<file path="src/rtl/name_scroller_if.sv">
// name_scroller_if
//   Control, message-write and display bundle for the name scroller.
//   master : the controller side (drives start/stop/pause and message writes,
//            observes status and the four digit codes).
//   slave  : the scroller itself.
//   Signals:
//     start, stop, pause   scrolling control levels
//     wr_en, wr_addr, wr_code
//                          message store write port
//     busy, step, pos      status: running/holding, advance pulse, window position
//     d3..d0               character codes for HEX3..HEX0 (d3 leftmost)
interface name_scroller_if #(
  parameter int AW = 3
);
  logic          start;
  logic          stop;
  logic          pause;
  logic          wr_en;
  logic [AW-1:0] wr_addr;
  logic [3:0]    wr_code;
  logic          busy;
  logic          step;
  logic [AW-1:0] pos;
  logic [3:0]    d3;
  logic [3:0]    d2;
  logic [3:0]    d1;
  logic [3:0]    d0;

  modport master (
    output start, stop, pause, wr_en, wr_addr, wr_code,
    input  busy, step, pos, d3, d2, d1, d0
  );

  modport slave (
    input  start, stop, pause, wr_en, wr_addr, wr_code,
    output busy, step, pos, d3, d2, d1, d0
  );
endinterface

</file>
<file path="src/rtl/name_scroller.sv">
// name_scroller
//   Scrolls a writable message of LEN 4-bit character codes through a
//   4-character window feeding four HEX 7-segment name decoders. The window
//   advances one position every DIV clocks while running; start/stop/pause
//   control the scroll (priority stop > start > pause).
//   Ports:
//     clk   system clock, rising edge
//     rst   synchronous reset, active-high
//     bus   name_scroller_if.slave: control inputs, message write port,
//           busy/step/pos status and the d3..d0 window codes
//   Configuration macro NAME_SCROLL_BOUNCE_EN: when defined the window
//   bounces between position 0 and LEN-4 instead of wrapping around.
module name_scroller #(
  parameter int         LEN        = 8,
  parameter int         AW         = 3,
  parameter int         DIV        = 25_000_000,
  parameter logic [3:0] BLANK_CODE = 4'hF
) (
  input logic             clk,
  input logic             rst,
  name_scroller_if.slave  bus
);

  localparam int            PW   = (DIV > 2) ? $clog2(DIV) : 1;
  localparam logic [PW-1:0] TC   = PW'(DIV - 1);
  localparam logic [AW-1:0] LAST = AW'(LEN - 1);

  typedef enum logic [1:0] {
    ST_IDLE = 2'd0,
    ST_RUN  = 2'd1,
    ST_HOLD = 2'd2
  } state_t;

  state_t        state_reg, state_next;
  logic [PW-1:0] presc_reg, presc_next;
  logic [AW-1:0] pos_reg, pos_next;
  logic [AW-1:0] pos_adv;
  logic          step_c;

  // Storage covers the full address space; entries at or beyond LEN are
  // never written and stay blank, so every window index is in range.
  logic [3:0]    msg_reg [2**AW];
  logic [3:0]    win_next [4];
  logic [3:0]    win_reg [4];

`ifdef NAME_SCROLL_BOUNCE_EN
  localparam logic [AW-1:0] TOP = AW'(LEN - 4);
  localparam logic DIR_FWD  = 1'b0;
  localparam logic DIR_BACK = 1'b1;
  logic dir_reg, dir_next, dir_adv;

  // Bounce: the direction flips on the step that lands on either end.
  always_comb begin
    pos_adv = pos_reg;
    dir_adv = dir_reg;
    if (LEN == 4) begin
      pos_adv = '0;
    end else if (dir_reg == DIR_FWD) begin
      pos_adv = pos_reg + AW'(1);
      if (pos_adv == TOP) dir_adv = DIR_BACK;
    end else begin
      pos_adv = pos_reg - AW'(1);
      if (pos_adv == '0) dir_adv = DIR_FWD;
    end
  end
`else
  always_comb begin
    pos_adv = (pos_reg == LAST) ? '0 : pos_reg + AW'(1);
  end
`endif

  // Next-state logic; stop beats start beats pause in every state.
  always_comb begin
    state_next = state_reg;
    presc_next = presc_reg;
    pos_next   = pos_reg;
    step_c     = 1'b0;
`ifdef NAME_SCROLL_BOUNCE_EN
    dir_next   = dir_reg;
`endif
    unique case (state_reg)
      ST_IDLE: begin
        if (bus.start) begin
          state_next = ST_RUN;
          presc_next = '0;
          pos_next   = '0;
`ifdef NAME_SCROLL_BOUNCE_EN
          dir_next   = DIR_FWD;
`endif
        end
      end
      ST_RUN: begin
        if (bus.stop) begin
          state_next = ST_IDLE;
        end else if (bus.start) begin
          presc_next = '0;
          pos_next   = '0;
`ifdef NAME_SCROLL_BOUNCE_EN
          dir_next   = DIR_FWD;
`endif
        end else if (bus.pause) begin
          // Count is frozen, including at terminal count.
          state_next = ST_HOLD;
        end else if (presc_reg == TC) begin
          presc_next = '0;
          pos_next   = pos_adv;
          step_c     = 1'b1;
`ifdef NAME_SCROLL_BOUNCE_EN
          dir_next   = dir_adv;
`endif
        end else begin
          presc_next = presc_reg + PW'(1);
        end
      end
      ST_HOLD: begin
        if (bus.stop) begin
          state_next = ST_IDLE;
        end else if (bus.start) begin
          state_next = ST_RUN;
          presc_next = '0;
          pos_next   = '0;
`ifdef NAME_SCROLL_BOUNCE_EN
          dir_next   = DIR_FWD;
`endif
        end else if (!bus.pause) begin
          state_next = ST_RUN;
        end
      end
      default: begin
        state_next = ST_IDLE;
      end
    endcase
  end

  always_ff @(posedge clk) begin
    if (rst) begin
      state_reg <= ST_IDLE;
      presc_reg <= '0;
      pos_reg   <= '0;
`ifdef NAME_SCROLL_BOUNCE_EN
      dir_reg   <= DIR_FWD;
`endif
    end else begin
      state_reg <= state_next;
      presc_reg <= presc_next;
      pos_reg   <= pos_next;
`ifdef NAME_SCROLL_BOUNCE_EN
      dir_reg   <= dir_next;
`endif
    end
  end

  // Message store, writable in any state.
  always_ff @(posedge clk) begin
    if (rst) begin
      for (int i = 0; i < 2**AW; i++) msg_reg[i] <= BLANK_CODE;
    end else if (bus.wr_en && (int'(bus.wr_addr) < LEN)) begin
      msg_reg[bus.wr_addr] <= bus.wr_code;
    end
  end

  // Window digit gi shows the character at offset 3-gi from pos
  // (digit 3 is leftmost and shows msg[pos]).
  for (genvar gi = 0; gi < 4; gi++) begin : g_win
    logic [AW:0]   raw;
    logic [AW-1:0] idx;
    assign raw = {1'b0, pos_reg} + (AW+1)'(3 - gi);
`ifdef NAME_SCROLL_BOUNCE_EN
    // pos never exceeds LEN-4, so no wrap is needed.
    assign idx = raw[AW-1:0];
`else
    assign idx = (raw >= (AW+1)'(LEN)) ? AW'(raw - (AW+1)'(LEN)) : raw[AW-1:0];
`endif
    assign win_next[gi] = (state_reg == ST_IDLE) ? BLANK_CODE : msg_reg[idx];
  end

  always_ff @(posedge clk) begin
    if (rst) begin
      for (int i = 0; i < 4; i++) win_reg[i] <= BLANK_CODE;
    end else begin
      for (int i = 0; i < 4; i++) win_reg[i] <= win_next[i];
    end
  end

  assign bus.busy = (state_reg != ST_IDLE);
  assign bus.step = step_c;
  assign bus.pos  = pos_reg;
  assign bus.d3   = win_reg[3];
  assign bus.d2   = win_reg[2];
  assign bus.d1   = win_reg[1];
  assign bus.d0   = win_reg[0];

endmodule
</file>
<file path="src/flat_wrapper.sv">
// flat-port wrapper written by rule: the top's interface ports become plain ports
module name_scroller_flat 
#(
  parameter int         LEN        = 8,
  parameter int         AW         = 3,
  parameter int         DIV        = 25_000_000,
  parameter logic [3:0] BLANK_CODE = 4'hF
)
  (clk, rst, bus_start, bus_stop, bus_pause, bus_wr_en, bus_wr_addr, bus_wr_code, bus_busy, bus_step, bus_pos, bus_d3, bus_d2, bus_d1, bus_d0);
  name_scroller_if #(.AW(AW)) bus_i ();
  input logic clk;
  input logic rst;
  input wire logic [$bits(bus_i.start)-1:0] bus_start;
  input wire logic [$bits(bus_i.stop)-1:0] bus_stop;
  input wire logic [$bits(bus_i.pause)-1:0] bus_pause;
  input wire logic [$bits(bus_i.wr_en)-1:0] bus_wr_en;
  input wire logic [$bits(bus_i.wr_addr)-1:0] bus_wr_addr;
  input wire logic [$bits(bus_i.wr_code)-1:0] bus_wr_code;
  output wire logic [$bits(bus_i.busy)-1:0] bus_busy;
  output wire logic [$bits(bus_i.step)-1:0] bus_step;
  output wire logic [$bits(bus_i.pos)-1:0] bus_pos;
  output wire logic [$bits(bus_i.d3)-1:0] bus_d3;
  output wire logic [$bits(bus_i.d2)-1:0] bus_d2;
  output wire logic [$bits(bus_i.d1)-1:0] bus_d1;
  output wire logic [$bits(bus_i.d0)-1:0] bus_d0;
  assign bus_i.start = bus_start;
  assign bus_i.stop = bus_stop;
  assign bus_i.pause = bus_pause;
  assign bus_i.wr_en = bus_wr_en;
  assign bus_i.wr_addr = bus_wr_addr;
  assign bus_i.wr_code = bus_wr_code;
  assign bus_busy = bus_i.busy;
  assign bus_step = bus_i.step;
  assign bus_pos = bus_i.pos;
  assign bus_d3 = bus_i.d3;
  assign bus_d2 = bus_i.d2;
  assign bus_d1 = bus_i.d1;
  assign bus_d0 = bus_i.d0;
  name_scroller #(.LEN(LEN), .AW(AW), .DIV(DIV), .BLANK_CODE(BLANK_CODE)) u_core (.clk(clk), .rst(rst), .bus(bus_i));
endmodule
</file>
<file path="config.mk">
export PLATFORM = sky130hd
export DESIGN_NAME = name_scroller_flat
export DESIGN_NICKNAME = d
export VERILOG_FILES = /design/src/rtl/name_scroller_if.sv /design/src/rtl/name_scroller.sv /design/src/flat_wrapper.sv
export SDC_FILE = /design/constraint.sdc
export NUM_CORES = 1
export LEC_CHECK = 0
export ABC_AREA = 1
export BUFFER_PORTS_ARGS = -buffer_cell sky130_fd_sc_hd__buf_2
export CAP_MARGIN = 40
export CORE_UTILIZATION = 45
export DETAILED_ROUTE_END_ITERATION = 10
export HOLD_SLACK_MARGIN = 0.02
export PLACE_DENSITY = 0.7
export SLEW_MARGIN = 40
export SYNTH_ARGS = -nofsm -noshare
export SYNTH_HDL_FRONTEND = slang
export SYNTH_SLANG_ARGS = --single-unit
</file>
<file path="constraint.sdc">
create_clock -name clk -period 1.9 [get_ports clk]
set_input_delay 0.38 -clock clk [delete_from_list [all_inputs] [get_ports clk]]
set_output_delay 0.38 -clock clk [all_outputs]
set_load 0.005 [all_outputs]
</file>
==> results.py, run 1 <==
metrics = {
    "worst_hold_path": {
        "hold_depth": 2,
        "holdCritStartpoint": "rst",
        "classification_of_the_worst_slack_hold_path": "in -> reg",
        "holdPathEnd": "u_core.bus.pos[2]",
    },
    "cts": {
        "tritoncts.num_buffers": 9,
        "path_clk_slew_ns": 0.09,
        "cts.path.max_buffers": 2,
        "cts.hold.buffers_added": 0,
        "clock_tree.htree_level_count": 3,
        "numClockSinks": 81,
        "clock-root-buffer": "sky130_fd_sc_hd__clkbuf_8",
        "worst_skew_pair.late_latency_ns": 0.36,
        "tritoncts": "yes",
    },
    "detailed_routing": {
        "drc": 1,
        "postRouteAntennaNets": 0,
        "detail_route.vias_per_cell": 5.15,
        "detailroute.wirelength.met2_um": 4510,
        "route.layer.met1.wl_um": 5000,
        "pre_antenna_drt_iters": 9,
        "dr_total_vias": 3982,
        "wl_per_cell_um": 13.3,
        "drt_iter0_drc": 445,
        "wl_met3_um": 639,
        "top_metal_used": "met4",
        "routed_wirelength_um": 10300,
    },
    "setup_path": {
        "critical_path_class": "reg -> out",
        "critical_path_arrival_ns": 1.65,
        "worstRegToRegCells": 8,
        "setup.worst_path.end_class": "output port",
        "reg2reg_setup_slack_ns": 0.23,
        "critPathLaunchType": "flop",
        "critical_path.reg2reg.startpoint": "u_core.bus.pos[0]",
        "critical_path.max_fanout": 2,
        "startpoint": "u_core.presc_reg[1]",
        "cp.required_ns": 1.52,
    },
    "synthesis": {
        "post_synth_most_frequent_cells": "sky130_fd_sc_hd__nand2_1 (124), sky130_fd_sc_hd__nor2_1 (93), sky130_fd_sc_hd__o21ai_0 (69)",
        "post-synth-top-area-fraction_pct": 21.8,
        "synth_largest_area_cell": "sky130_fd_sc_hd__dfxtp_1",
        "synthCells": 591,
        "synth_sequential_area_ratio_pct": 43.2,
        "yosysWarnings": 0,
        "synth.area.top_cells": "sky130_fd_sc_hd__dfxtp_1 (22%), sky130_fd_sc_hd__edfxtp_1 (21%), sky130_fd_sc_hd__nand2_1 (10%)",
        "syn-mean-instance-area_um2": 7.60,
        "proportion_of_synthesized_flip_flops_having_asynchronous_set_or_reset_pct": 0,
        "synth_enable_flop_cells": 32,
        "cell_variety_after_synth": 35,
        "mappedNetlistNets": 608,
        "synth_top_flop_cell": "sky130_fd_sc_hd__dfxtp_1",
        "total_of_flip_flops_plus_latches_after_synthesis": 81,
        "mapped_cell_area_um2": 4490,
        "yosys.cell_count.top_type": "sky130_fd_sc_hd__nand2_1",
    },
    "place": {
        "routabilityCongestion": 0.895,
        "setup_slack_at_placement_ns": 0.184,
        "hpwl_um": 7600,
        "dpl.cell_count": 752,
        "count_of_buffers_from_port_buffering": 33,
        "placed_area_um2": 4820,
    },
    "layout": {
        "antenna_cells_inserted": 0,
        "fillerInstances": 930,
        "finalInstanceArea_um2": 5120,
        "largest_register_ffs": 32,
        "finalNonFillerCells": 773,
        "finish.net_count": 652,
        "syn_to_final_growth_pct": 13.9,
        "layout-drive-gt1-share_pct": 18.9,
    },
    "timing": {
        "rsz0062_at_grt": "true",
        "finalWorstSetupSlack_ns": -0.133,
        "timing.hold.ws_ns": 0.278,
        "post-route-min-period_ns": 2.03,
        "setup_violators_final": 1,
        "timing.slew.headroom_pct": 59.0,
        "final_hold_viol_count": 0,
        "tightest_slew_ns": 0.615,
        "post-route-period-util_pct": 107,
        "worst_clock_skew_ns": 0.00921,
        "maxSlewViolCount": 0,
        "max_freq_mhz": 492,
    },
    "floorplanning": {
        "design.die.area_um2": 10400,
        "die_w_um": 102,
        "floorplan.io_pins": 34,
        "floorplan_die_height_um": 102,
        "starting_density_of_the_core_pct": 46.2,
        "rows": 36,
        "core-area_um2": 9730,
    },
    "power": {
        "cellLeakagePower_uw": 0.00193,
        "power_density_nw_per_um2": 779,
        "ir_worst_vdd_mv": 0.344,
    },
    "global_route": {
        "via_count_of_the_first_global_routing_pass": 3462,
        "grtUsageTotal_pct": 20.7,
        "grt_pass1_wl_um": 16500,
        "largest_net_degree_at_the_start_of_global_routing": 46,
        "grt_antenna_before_repair": 0,
        "globalRouteOverflowTotal": 0,
    },
    "outcome": {
        "run_status": "complete, but fails checks",
        "failing_checks": "design-rule violations, negative setup slack",
    },
    "job": {
        "timing.max_cap.violations": 0,
    },
}
-- cell families after synthesis --
| family | synth area share, % |
|---|---|
| simple gates | 29.4 |
| compound gates | 15.1 |
| buf+inv | 8.05 |
| flops | 43.2 |
| xor+xnor | 2.92 |
| fa+ha+maj | 1.11 |
| mux | 0.223 |
-- cells in the final DEF, fill, tap and decap left out, types with 2 or more instances in the layout --
master / instances
sky130_fd_sc_hd__buf_2: 33
sky130_fd_sc_hd__nand3_1: 25
sky130_fd_sc_hd__o21ai_0: 69
sky130_fd_sc_hd__nand2_8: 2
sky130_fd_sc_hd__clkinv_4: 2
sky130_fd_sc_hd__nor2_1: 89
sky130_fd_sc_hd__dfxtp_2: 12
sky130_fd_sc_hd__clkbuf_8: 9
sky130_fd_sc_hd__inv_2: 5
sky130_fd_sc_hd__xnor2_1: 2
sky130_fd_sc_hd__nand2_1: 123
sky130_fd_sc_hd__o221ai_1: 10
sky130_fd_sc_hd__nand3_2: 5
sky130_fd_sc_hd__o211ai_1: 10
sky130_fd_sc_hd__inv_1: 58
sky130_fd_sc_hd__inv_6: 3
sky130_fd_sc_hd__clkinv_1: 2
sky130_fd_sc_hd__o2111ai_1: 4
sky130_fd_sc_hd__nand2_4: 3
sky130_fd_sc_hd__edfxtp_1: 32
sky130_fd_sc_hd__or2_2: 3
sky130_fd_sc_hd__ha_1: 3
sky130_fd_sc_hd__nand4_1: 4
sky130_fd_sc_hd__nor3_1: 10
sky130_fd_sc_hd__buf_4: 19
sky130_fd_sc_hd__xor2_1: 13
sky130_fd_sc_hd__nor2_4: 10
sky130_fd_sc_hd__a21oi_1: 24
sky130_fd_sc_hd__dfxtp_1: 36
sky130_fd_sc_hd__nor2_2: 9
-- routing by layer --
metal  GRT usage (%)  vias up
li1                -     2042
met1            28.9     1793
met2            32.1      138
met3            4.04        9
met4            7.25        0
met5               0        -
-- metrics by stage --
stage	total power (uW)	utilization (%)	TNS [ns]
floorplan	2510	-	0
global placement	2690	49.5	0
detailed placement	2710	49.5	0
CTS	4000	51.8	-0.0951
global route	4180	52.6	-0.215
finish	3980	52.6	-0.133
-- report_power, final --
group          leakage [uW]  switching, uW  internal, uW
logic               0.00110            464           246
registers          0.000726           70.6          1910
clock network      0.000102            674           621
-- worst max-delay path, cell delays in order (launching register included) --
cell and delay, ns:
sky130_fd_sc_hd__dfxtp_2 0.37, sky130_fd_sc_hd__ha_4 0.16, sky130_fd_sc_hd__nand2_4 0.06, sky130_fd_sc_hd__nor2_4 0.12
sky130_fd_sc_hd__inv_2 0.05, sky130_fd_sc_hd__nor2_2 0.07, sky130_fd_sc_hd__nand2_1 0.07, sky130_fd_sc_hd__nor4_1 0.24
sky130_fd_sc_hd__buf_2 0.15
-- what timing repair did --
item                       in CTS  in global routing
setup buffers                   2                  3
pin swaps                       2                  5
resized for setup               3                 22
setup endpoints to repair       1                  1
-- area by class of cell --
type | instances | area [um^2] | share of cell area, %
inverters | 65 | 251 | 4.91
multi-input cells | 426 | 2230 | 43.6
clock inverters | 7 | 77.6 | 1.52
repair buffers | 52 | 308 | 6.01
flip-flops and latches | 81 | 1960 | 38.3
clock buffers | 9 | 124 | 2.42
well taps | 133 | 166 | 3.25
-- worst max path at each step --
stage / to / slack [ns] / depth (start not counted)
2_1_floorplan: u_core.win_reg[2][1] / 0.06 / 8
4_1_cts: bus_step / -0.1 / 8
3_3_place_gp: bus_step / 0.19 / 8
5_1_grt: bus_step / -0.22 / 8
3_5_place_dp: bus_step / 0.18 / 8
6_report: bus_step / -0.13 / 8
Power figures use the tool's default switching activity.
==> inputs of run 2 (changes only) <==
--- a/config.mk
+++ b/config.mk
@@ -12,6 +12,7 @@
 export DETAILED_ROUTE_END_ITERATION = 10
 export HOLD_SLACK_MARGIN = 0.02
 export PLACE_DENSITY = 0.7
+export RECOVER_POWER = 25
 export SLEW_MARGIN = 40
 export SYNTH_ARGS = -nofsm -noshare
 export SYNTH_HDL_FRONTEND = slang
==> run 2 against run 1 <==
Against the previous run:
- the run ends with negative setup slack left
- global-route usage is the same
- clock power is essentially flat
- flip-flop and latch count is the same
- cell area shrank 0.49%
- via count grew 0.70%
- critical path type unchanged
- critical endpoint unchanged
- largest cell class unchanged
==> results.py, run 2 (synthesis results as in run 1) <==
metrics = {
    "floorplanning": {
        "starting_density_of_the_core_pct": 46.2,
        "design.die.area_um2": 10400,
        "core-area_um2": 9730,
        "floorplan.io_pins": 34,
        "floorplan_die_height_um": 102,
        "rows": 36,
        "die_w_um": 102,
    },
    "power": {
        "ir_worst_vdd_mv": 0.342,
        "cellLeakagePower_uw": 0.00190,
        "design_power_total_uw": 3980,
        "power_density_nw_per_um2": 781,
    },
    "layout": {
        "layout_commonest_cell": "sky130_fd_sc_hd__nand2_1",
        "layout_common_cells": "sky130_fd_sc_hd__nand2_1 (123), sky130_fd_sc_hd__nor2_1 (89), sky130_fd_sc_hd__o21ai_0 (69), sky130_fd_sc_hd__inv_1 (58), sky130_fd_sc_hd__dfxtp_1 (36)",
        "finish.net_count": 652,
        "layout-drive-gt1-share_pct": 16.7,
        "antenna_cells_inserted": 0,
        "largest_register_ffs": 32,
        "syn_to_final_growth_pct": 13.3,
    },
    "detailed_routing": {
        "drc": 0,
        "detail_route.vias_per_cell": 5.19,
        "drt_iter0_drc": 497,
        "wl_per_cell_um": 13.4,
        "postRouteAntennaNets": 0,
        "dr_total_vias": 4010,
        "pre_antenna_drt_iters": 6,
        "routed_wirelength_um": 10300,
    },
    "global_route": {
        "grt_pass1_wl_um": 16500,
        "grt_antenna_before_repair": 0,
        "grtUsageTotal_pct": 20.7,
        "globalRouteOverflowTotal": 0,
        "via_count_of_the_first_global_routing_pass": 3462,
        "largest_net_degree_at_the_start_of_global_routing": 46,
    },
    "timing": {
        "setup_violators_final": 1,
        "max_freq_mhz": 492,
        "maxSlewViolCount": 0,
        "tightest_slew_ns": 0.610,
        "rsz0062_at_grt": "true",
        "timing.hold.ws_ns": 0.349,
        "final_hold_viol_count": 0,
        "timing.slew.headroom_pct": 59.3,
        "post-route-min-period_ns": 2.03,
        "post-route-period-util_pct": 107,
        "finalWorstSetupSlack_ns": -0.134,
        "worst_clock_skew_ns": 0.00854,
    },
    "setup_path": {
        "critPathLaunchType": "flop",
        "critical_path_class": "reg -> out",
        "critical_path.reg2reg.startpoint": "u_core.bus.pos[0]",
        "critical_path_arrival_ns": 1.65,
        "reg2reg_setup_slack_ns": 0.22,
        "critical_path.max_fanout": 2,
        "worstRegToRegCells": 8,
        "setup.worst_path.end_class": "output port",
        "cp.required_ns": 1.52,
    },
    "worst_hold_path": {
        "holdPathEnd": "u_core.bus.pos[2]",
        "holdCritStartpoint": "rst",
        "classification_of_the_worst_slack_hold_path": "in -> reg",
        "hold_depth": 2,
    },
    "cts": {
        "tritoncts": "yes",
        "cts.path.max_buffers": 2,
        "tritoncts.num_buffers": 9,
        "clock-root-buffer": "sky130_fd_sc_hd__clkbuf_8",
        "numClockSinks": 81,
        "path_clk_slew_ns": 0.09,
        "worst_skew_pair.late_latency_ns": 0.36,
        "clock_tree.htree_level_count": 3,
        "cts.hold.buffers_added": 0,
    },
    "outcome": {
        "run_status": "complete, but fails checks",
        "failing_checks": "negative setup slack",
    },
    "place": {
        "hpwl_um": 7600,
        "count_of_buffers_from_port_buffering": 33,
        "setup_slack_at_placement_ns": 0.184,
        "routabilityCongestion": 0.895,
    },
    "job": {
        "timing.max_cap.violations": 0,
    },
}
[run 2: changes by cell type in the layout (fill, tap and decap cells not counted), sizes merged]
cell | before | now
buf | 52 | 37
clkbuf | 9 | 24
[run 2: how the worst max path moves through the flow]
stage	startpoint	end	cells past startpoint
final	u_core.presc_reg[1]	bus_step	8
after detailed placement	u_core.presc_reg[0]	bus_step	8
after global routing	u_core.presc_reg[1]	bus_step	8
after floorplan	u_core.bus.pos[0]	u_core.win_reg[2][1]	8
after global placement	u_core.presc_reg[0]	bus_step	8
after CTS	u_core.presc_reg[0]	bus_step	8
[run 2: cell type report]
type / count / area (um^2)
clock buffer: 9 / 124
inverter: 65 / 251
multi-input combinational: 426 / 2230
sequential: 81 / 1960
fill: 942 / 4640
tap: 133 / 166
clock inverter: 7 / 77.6
timing repair buffer: 52 / 283
[run 2: per-layer routing]
layer,routed length [um],vias to the layer above,track usage [%],share of wire [%]
li1,-,2045,-,-
met1,5000,1798,28.9,48
met2,4500,154,32.1,44
met3,693,13,4.04,6.7
met4,123,0,7.25,1.2
met5,0,-,0,0
[run 2: per-stage QoR]
step | util [%] | area [um^2] | setup TNS, ns | std cells
after floorplan | - | 4490 | 0 | 591
after global placement | 49.5 | 4820 | 0 | 752
after detailed placement | 49.5 | 4820 | 0 | 752
after CTS | 51.8 | 5040 | -0.0951 | 770
after global routing | 52.3 | 5090 | -0.215 | 773
final | 52.3 | 5090 | -0.134 | 773
[run 2: where the power goes]
group / leakage (uW) / total (uW) / internal, uW / switching, uW
clock network: 0.000102 / 1300 / 621 / 676
registers: 0.000726 / 1980 / 1910 / 70.9
logic: 0.00107 / 702 / 236 / 466
total: 0.00190 / 3980 / 2770 / 1210
[run 2: timing repair]
item / CTS / global route
pin swaps: 2 / 5
setup buffers: 2 / 3
gates resized for setup: 3 / 22
setup endpoints to repair: 1 / 1
[run 2: critical path, stage by stage (launching register included)]
cell                      delay (ns)
sky130_fd_sc_hd__dfxtp_2        0.37
sky130_fd_sc_hd__ha_4           0.16
sky130_fd_sc_hd__nand2_4        0.06
sky130_fd_sc_hd__nor2_4         0.12
sky130_fd_sc_hd__inv_2          0.05
sky130_fd_sc_hd__nor2_2         0.07
sky130_fd_sc_hd__nand2_1        0.07
sky130_fd_sc_hd__nor4_1         0.24
sky130_fd_sc_hd__buf_2          0.15
==> inputs of run 3 (changes only) <==
--- a/config.mk
+++ b/config.mk
@@ -5,13 +5,13 @@
 export SDC_FILE = /design/constraint.sdc
 export NUM_CORES = 1
 export LEC_CHECK = 0
-export ABC_AREA = 1
+export ABC_AREA = 0
 export BUFFER_PORTS_ARGS = -buffer_cell sky130_fd_sc_hd__buf_2
 export CAP_MARGIN = 40
-export CORE_UTILIZATION = 45
+export CORE_UTILIZATION = 40
 export DETAILED_ROUTE_END_ITERATION = 10
 export HOLD_SLACK_MARGIN = 0.02
-export PLACE_DENSITY = 0.7
+export PLACE_DENSITY = 0.64
 export RECOVER_POWER = 25
 export SLEW_MARGIN = 40
 export SYNTH_ARGS = -nofsm -noshare
==> run 3 against run 2 <==
Against the previous run:
- the flow still finishes with violations (negative setup slack)
- flip-flop and latch count did not move
- worst hold slack got worse by 0.067 ns
- worst setup slack lost 0.13 ns
- utilization grew 0.40 points
- largest cell class unchanged
- highest routed layer unchanged
==> results.py, run 3 <==
metrics = {
    "place": {
        "count_of_buffers_from_port_buffering": 33,
        "dpl.cell_count": 588,
        "routabilityCongestion": 0.823,
        "hpwl_um": 7050,
        "placed_area_um2": 4970,
    },
    "global_route": {
        "grt_antenna_before_repair": 0,
        "via_count_of_the_first_global_routing_pass": 3264,
        "grtUsageTotal_pct": 19.7,
        "globalRouteOverflowTotal": 0,
        "grt_pass1_wl_um": 16800,
        "largest_net_degree_at_the_start_of_global_routing": 26,
    },
    "layout": {
        "syn_to_final_growth_pct": 27.9,
        "largest_register_ffs": 32,
        "fin_util_pct": 52.7,
        "layout-drive-gt1-share_pct": 41.3,
        "finish.net_count": 487,
        "antenna_cells_inserted": 0,
        "finalNonFillerCells": 611,
        "finalInstanceArea_um2": 5450,
        "layout_common_cells": "sky130_fd_sc_hd__dfxtp_1 (45), sky130_fd_sc_hd__buf_4 (45), sky130_fd_sc_hd__nand2_1 (40), sky130_fd_sc_hd__edfxtp_1 (32), sky130_fd_sc_hd__mux4_2 (31)",
    },
    "synthesis": {
        "total_of_flip_flops_plus_latches_after_synthesis": 81,
        "post-synth-top-area-fraction_pct": 23.0,
        "mappedNetlistNets": 406,
        "yosys.cell_count.top_type": "sky130_fd_sc_hd__dfxtp_1",
        "proportion_of_synthesized_flip_flops_having_asynchronous_set_or_reset_pct": 0,
        "synth_top_flop_cell": "sky130_fd_sc_hd__dfxtp_1",
        "mapped_cell_area_um2": 4260,
        "synth_enable_flop_cells": 32,
        "synth.area.top_cells": "sky130_fd_sc_hd__dfxtp_1 (23%), sky130_fd_sc_hd__edfxtp_1 (23%), sky130_fd_sc_hd__mux4_2 (16%)",
        "yosysWarnings": 0,
        "post_synth_most_frequent_cells": "sky130_fd_sc_hd__dfxtp_1 (49), sky130_fd_sc_hd__nand2_1 (43), sky130_fd_sc_hd__edfxtp_1 (32)",
        "synthCells": 389,
        "cell_variety_after_synth": 45,
        "synth_sequential_area_ratio_pct": 45.6,
        "synth_largest_area_cell": "sky130_fd_sc_hd__dfxtp_1",
        "syn-mean-instance-area_um2": 10.9,
    },
    "setup_path": {
        "critical_path.reg2reg.startpoint": "u_core.presc_reg[8]",
        "cp.required_ns": 2.18,
        "critical_path_arrival_ns": 2.44,
        "critical_path_buf_inv_count": 1,
        "path_depth": 6,
        "setup.worst_path.end_class": "flop",
        "worstRegToRegCells": 6,
        "critical_path_class": "reg -> reg",
        "timing.critical_path.slowest_stage_cell": "sky130_fd_sc_hd__or4_4",
        "critPathLaunchType": "flop",
        "startpoint": "u_core.presc_reg[8]",
        "crit_chain": "nor4_4, nand4_1, buf_4, o31a_1, or4_4, a211oi_2",
        "reg2reg_setup_slack_ns": -0.27,
        "crit_family": "simple AND/OR/NAND/NOR gates",
        "cpPeakStageDelay_ns": 0.53,
        "critical_path.max_fanout": 3,
    },
    "timing": {
        "tightest_slew_ns": 0.581,
        "maxSlewViolCount": 0,
        "timing.hold.ws_ns": 0.282,
        "rsz0062_at_grt": "true",
        "final_hold_viol_count": 0,
        "post-route-min-period_ns": 2.17,
        "max_freq_mhz": 462,
        "setup_violators_final": 30,
        "final.setup.tns_ns": -4.79,
        "finalWorstSetupSlack_ns": -0.266,
        "worst_clock_skew_ns": 0.0136,
        "timing.slew.headroom_pct": 61.2,
        "post-route-period-util_pct": 114,
    },
    "cts": {
        "tritoncts": "yes",
        "worst_skew_pair.late_latency_ns": 0.36,
        "tritoncts.num_buffers": 9,
        "numClockSinks": 81,
        "cts.path.max_buffers": 2,
        "path_clk_slew_ns": 0.08,
        "clock_tree.htree_level_count": 3,
        "clock-root-buffer": "sky130_fd_sc_hd__clkbuf_8",
    },
    "job": {
        "timing.max_cap.violations": 0,
    },
    "power": {
        "power_density_nw_per_um2": 652,
        "cellLeakagePower_uw": 0.00183,
        "ir_worst_vdd_mv": 0.294,
    },
    "floorplanning": {
        "rows": 37,
        "floorplan.io_pins": 34,
        "starting_density_of_the_core_pct": 41.2,
        "die_w_um": 105,
        "core-area_um2": 10300,
        "floorplan_die_height_um": 105,
        "design.die.area_um2": 11100,
    },
    "detailed_routing": {
        "routed_wirelength_um": 10400,
        "detail_route.vias_per_cell": 5.43,
        "drt_iter0_drc": 185,
        "pre_antenna_drt_iters": 5,
        "drc": 0,
        "wl_per_cell_um": 17.0,
        "dr_total_vias": 3320,
        "postRouteAntennaNets": 0,
    },
    "worst_hold_path": {
        "holdPathEnd": "u_core.state_reg[1]",
        "holdCritStartpoint": "bus_stop",
        "classification_of_the_worst_slack_hold_path": "in -> reg",
        "hold_depth": 2,
    },
    "outcome": {
        "run_status": "complete, but fails checks",
        "failing_checks": "negative setup slack",
    },
}
## run 3: changes by cell type after synthesis, moves of 8 or more
| cell | delta |
|---|---|
| sky130_fd_sc_hd__o21ai_0 | -65 |
| sky130_fd_sc_hd__o221ai_1 | -10 |
| sky130_fd_sc_hd__nand2b_1 | +18 |
| sky130_fd_sc_hd__nand2_1 | -81 |
| sky130_fd_sc_hd__mux2i_1 | +11 |
| sky130_fd_sc_hd__or2_2 | +17 |
| sky130_fd_sc_hd__o211ai_1 | -8 |
| sky130_fd_sc_hd__a21oi_1 | -16 |
| sky130_fd_sc_hd__nor2_1 | -64 |
| sky130_fd_sc_hd__nand4_1 | +9 |
| sky130_fd_sc_hd__nor2_4 | -9 |
| sky130_fd_sc_hd__inv_1 | -54 |
| sky130_fd_sc_hd__mux4_2 | +31 |
## run 3: routing by layer
| metal | share of wire [%] | up-vias | global-route usage, % |
|---|---|---|---|
| li1 | - | 1597 | - |
| met4 | 0.74 | 0 | 5.43 |
| met5 | 0 | - | 0 |
| met1 | 46 | 1614 | 27.1 |
| met2 | 49 | 101 | 30.9 |
| met3 | 5.1 | 8 | 4.87 |
## run 3: how the worst max path moves through the flow
stage                           to  slack, ns
after floorplan               flop      -0.06
after global placement        flop      -0.05
after detailed placement      flop      -0.14
after CTS                 bus_step      -0.26
final                         flop      -0.27
after global routing      bus_step      -0.37
## run 3: area by class of cell
cell class,instances,area (um^2)
clock buffer,9,124
clock inverter,7,71.3
fill,889,4880
inverter,6,23.8
multi-input combinational,281,2440
sequential,81,1950
tap,136,170
timing repair buffer,91,666
## run 3: through the flow
step           setup WS (ns)  power [uW]
3_3_place_gp         -0.0462        2270
2_1_floorplan        -0.0564        2140
4_1_cts               -0.265        3590
6_report              -0.266        3550
5_1_grt               -0.374        3700
3_5_place_dp          -0.142        2280
## run 3: worst register-to-register path, delay by kind of cell (launching register included)
family                 cells  cell delay, ns
AND/OR/NAND/NOR            3            1.03
buffers and inverters      1            0.20
flip-flops                 1            0.34
AO/OA/AOI/OAI              2            0.53
## run 3: cells by family after synthesis
family	count (synthesis)	synth area share, %
buffers and inverters	27	2.47
AO/OA/AOI/OAI	30	4.67
AND/OR/NAND/NOR	186	23.2
flip-flops	81	45.6
XOR/XNOR	18	3.70
multiplexers	43	19.2
adder cells (fa/ha/maj)	4	1.18
## run 3: power by group
| part | internal, uW | total (uW) | leakage, uW | switching, uW |
|---|---|---|---|---|
| Combinational | 182 | 363 | 0.00102 | 182 |
| Clock | 605 | 1260 | 0.0000945 | 654 |
| Sequential | 1870 | 1930 | 0.000720 | 64.2 |
## run 3: timing repair
action	CTS	global route
pin swaps	4	23
setup endpoints to repair	24	37
gates resized for setup	23	40
hold buffers	0	0
setup buffers	6	2
cloned	3	0
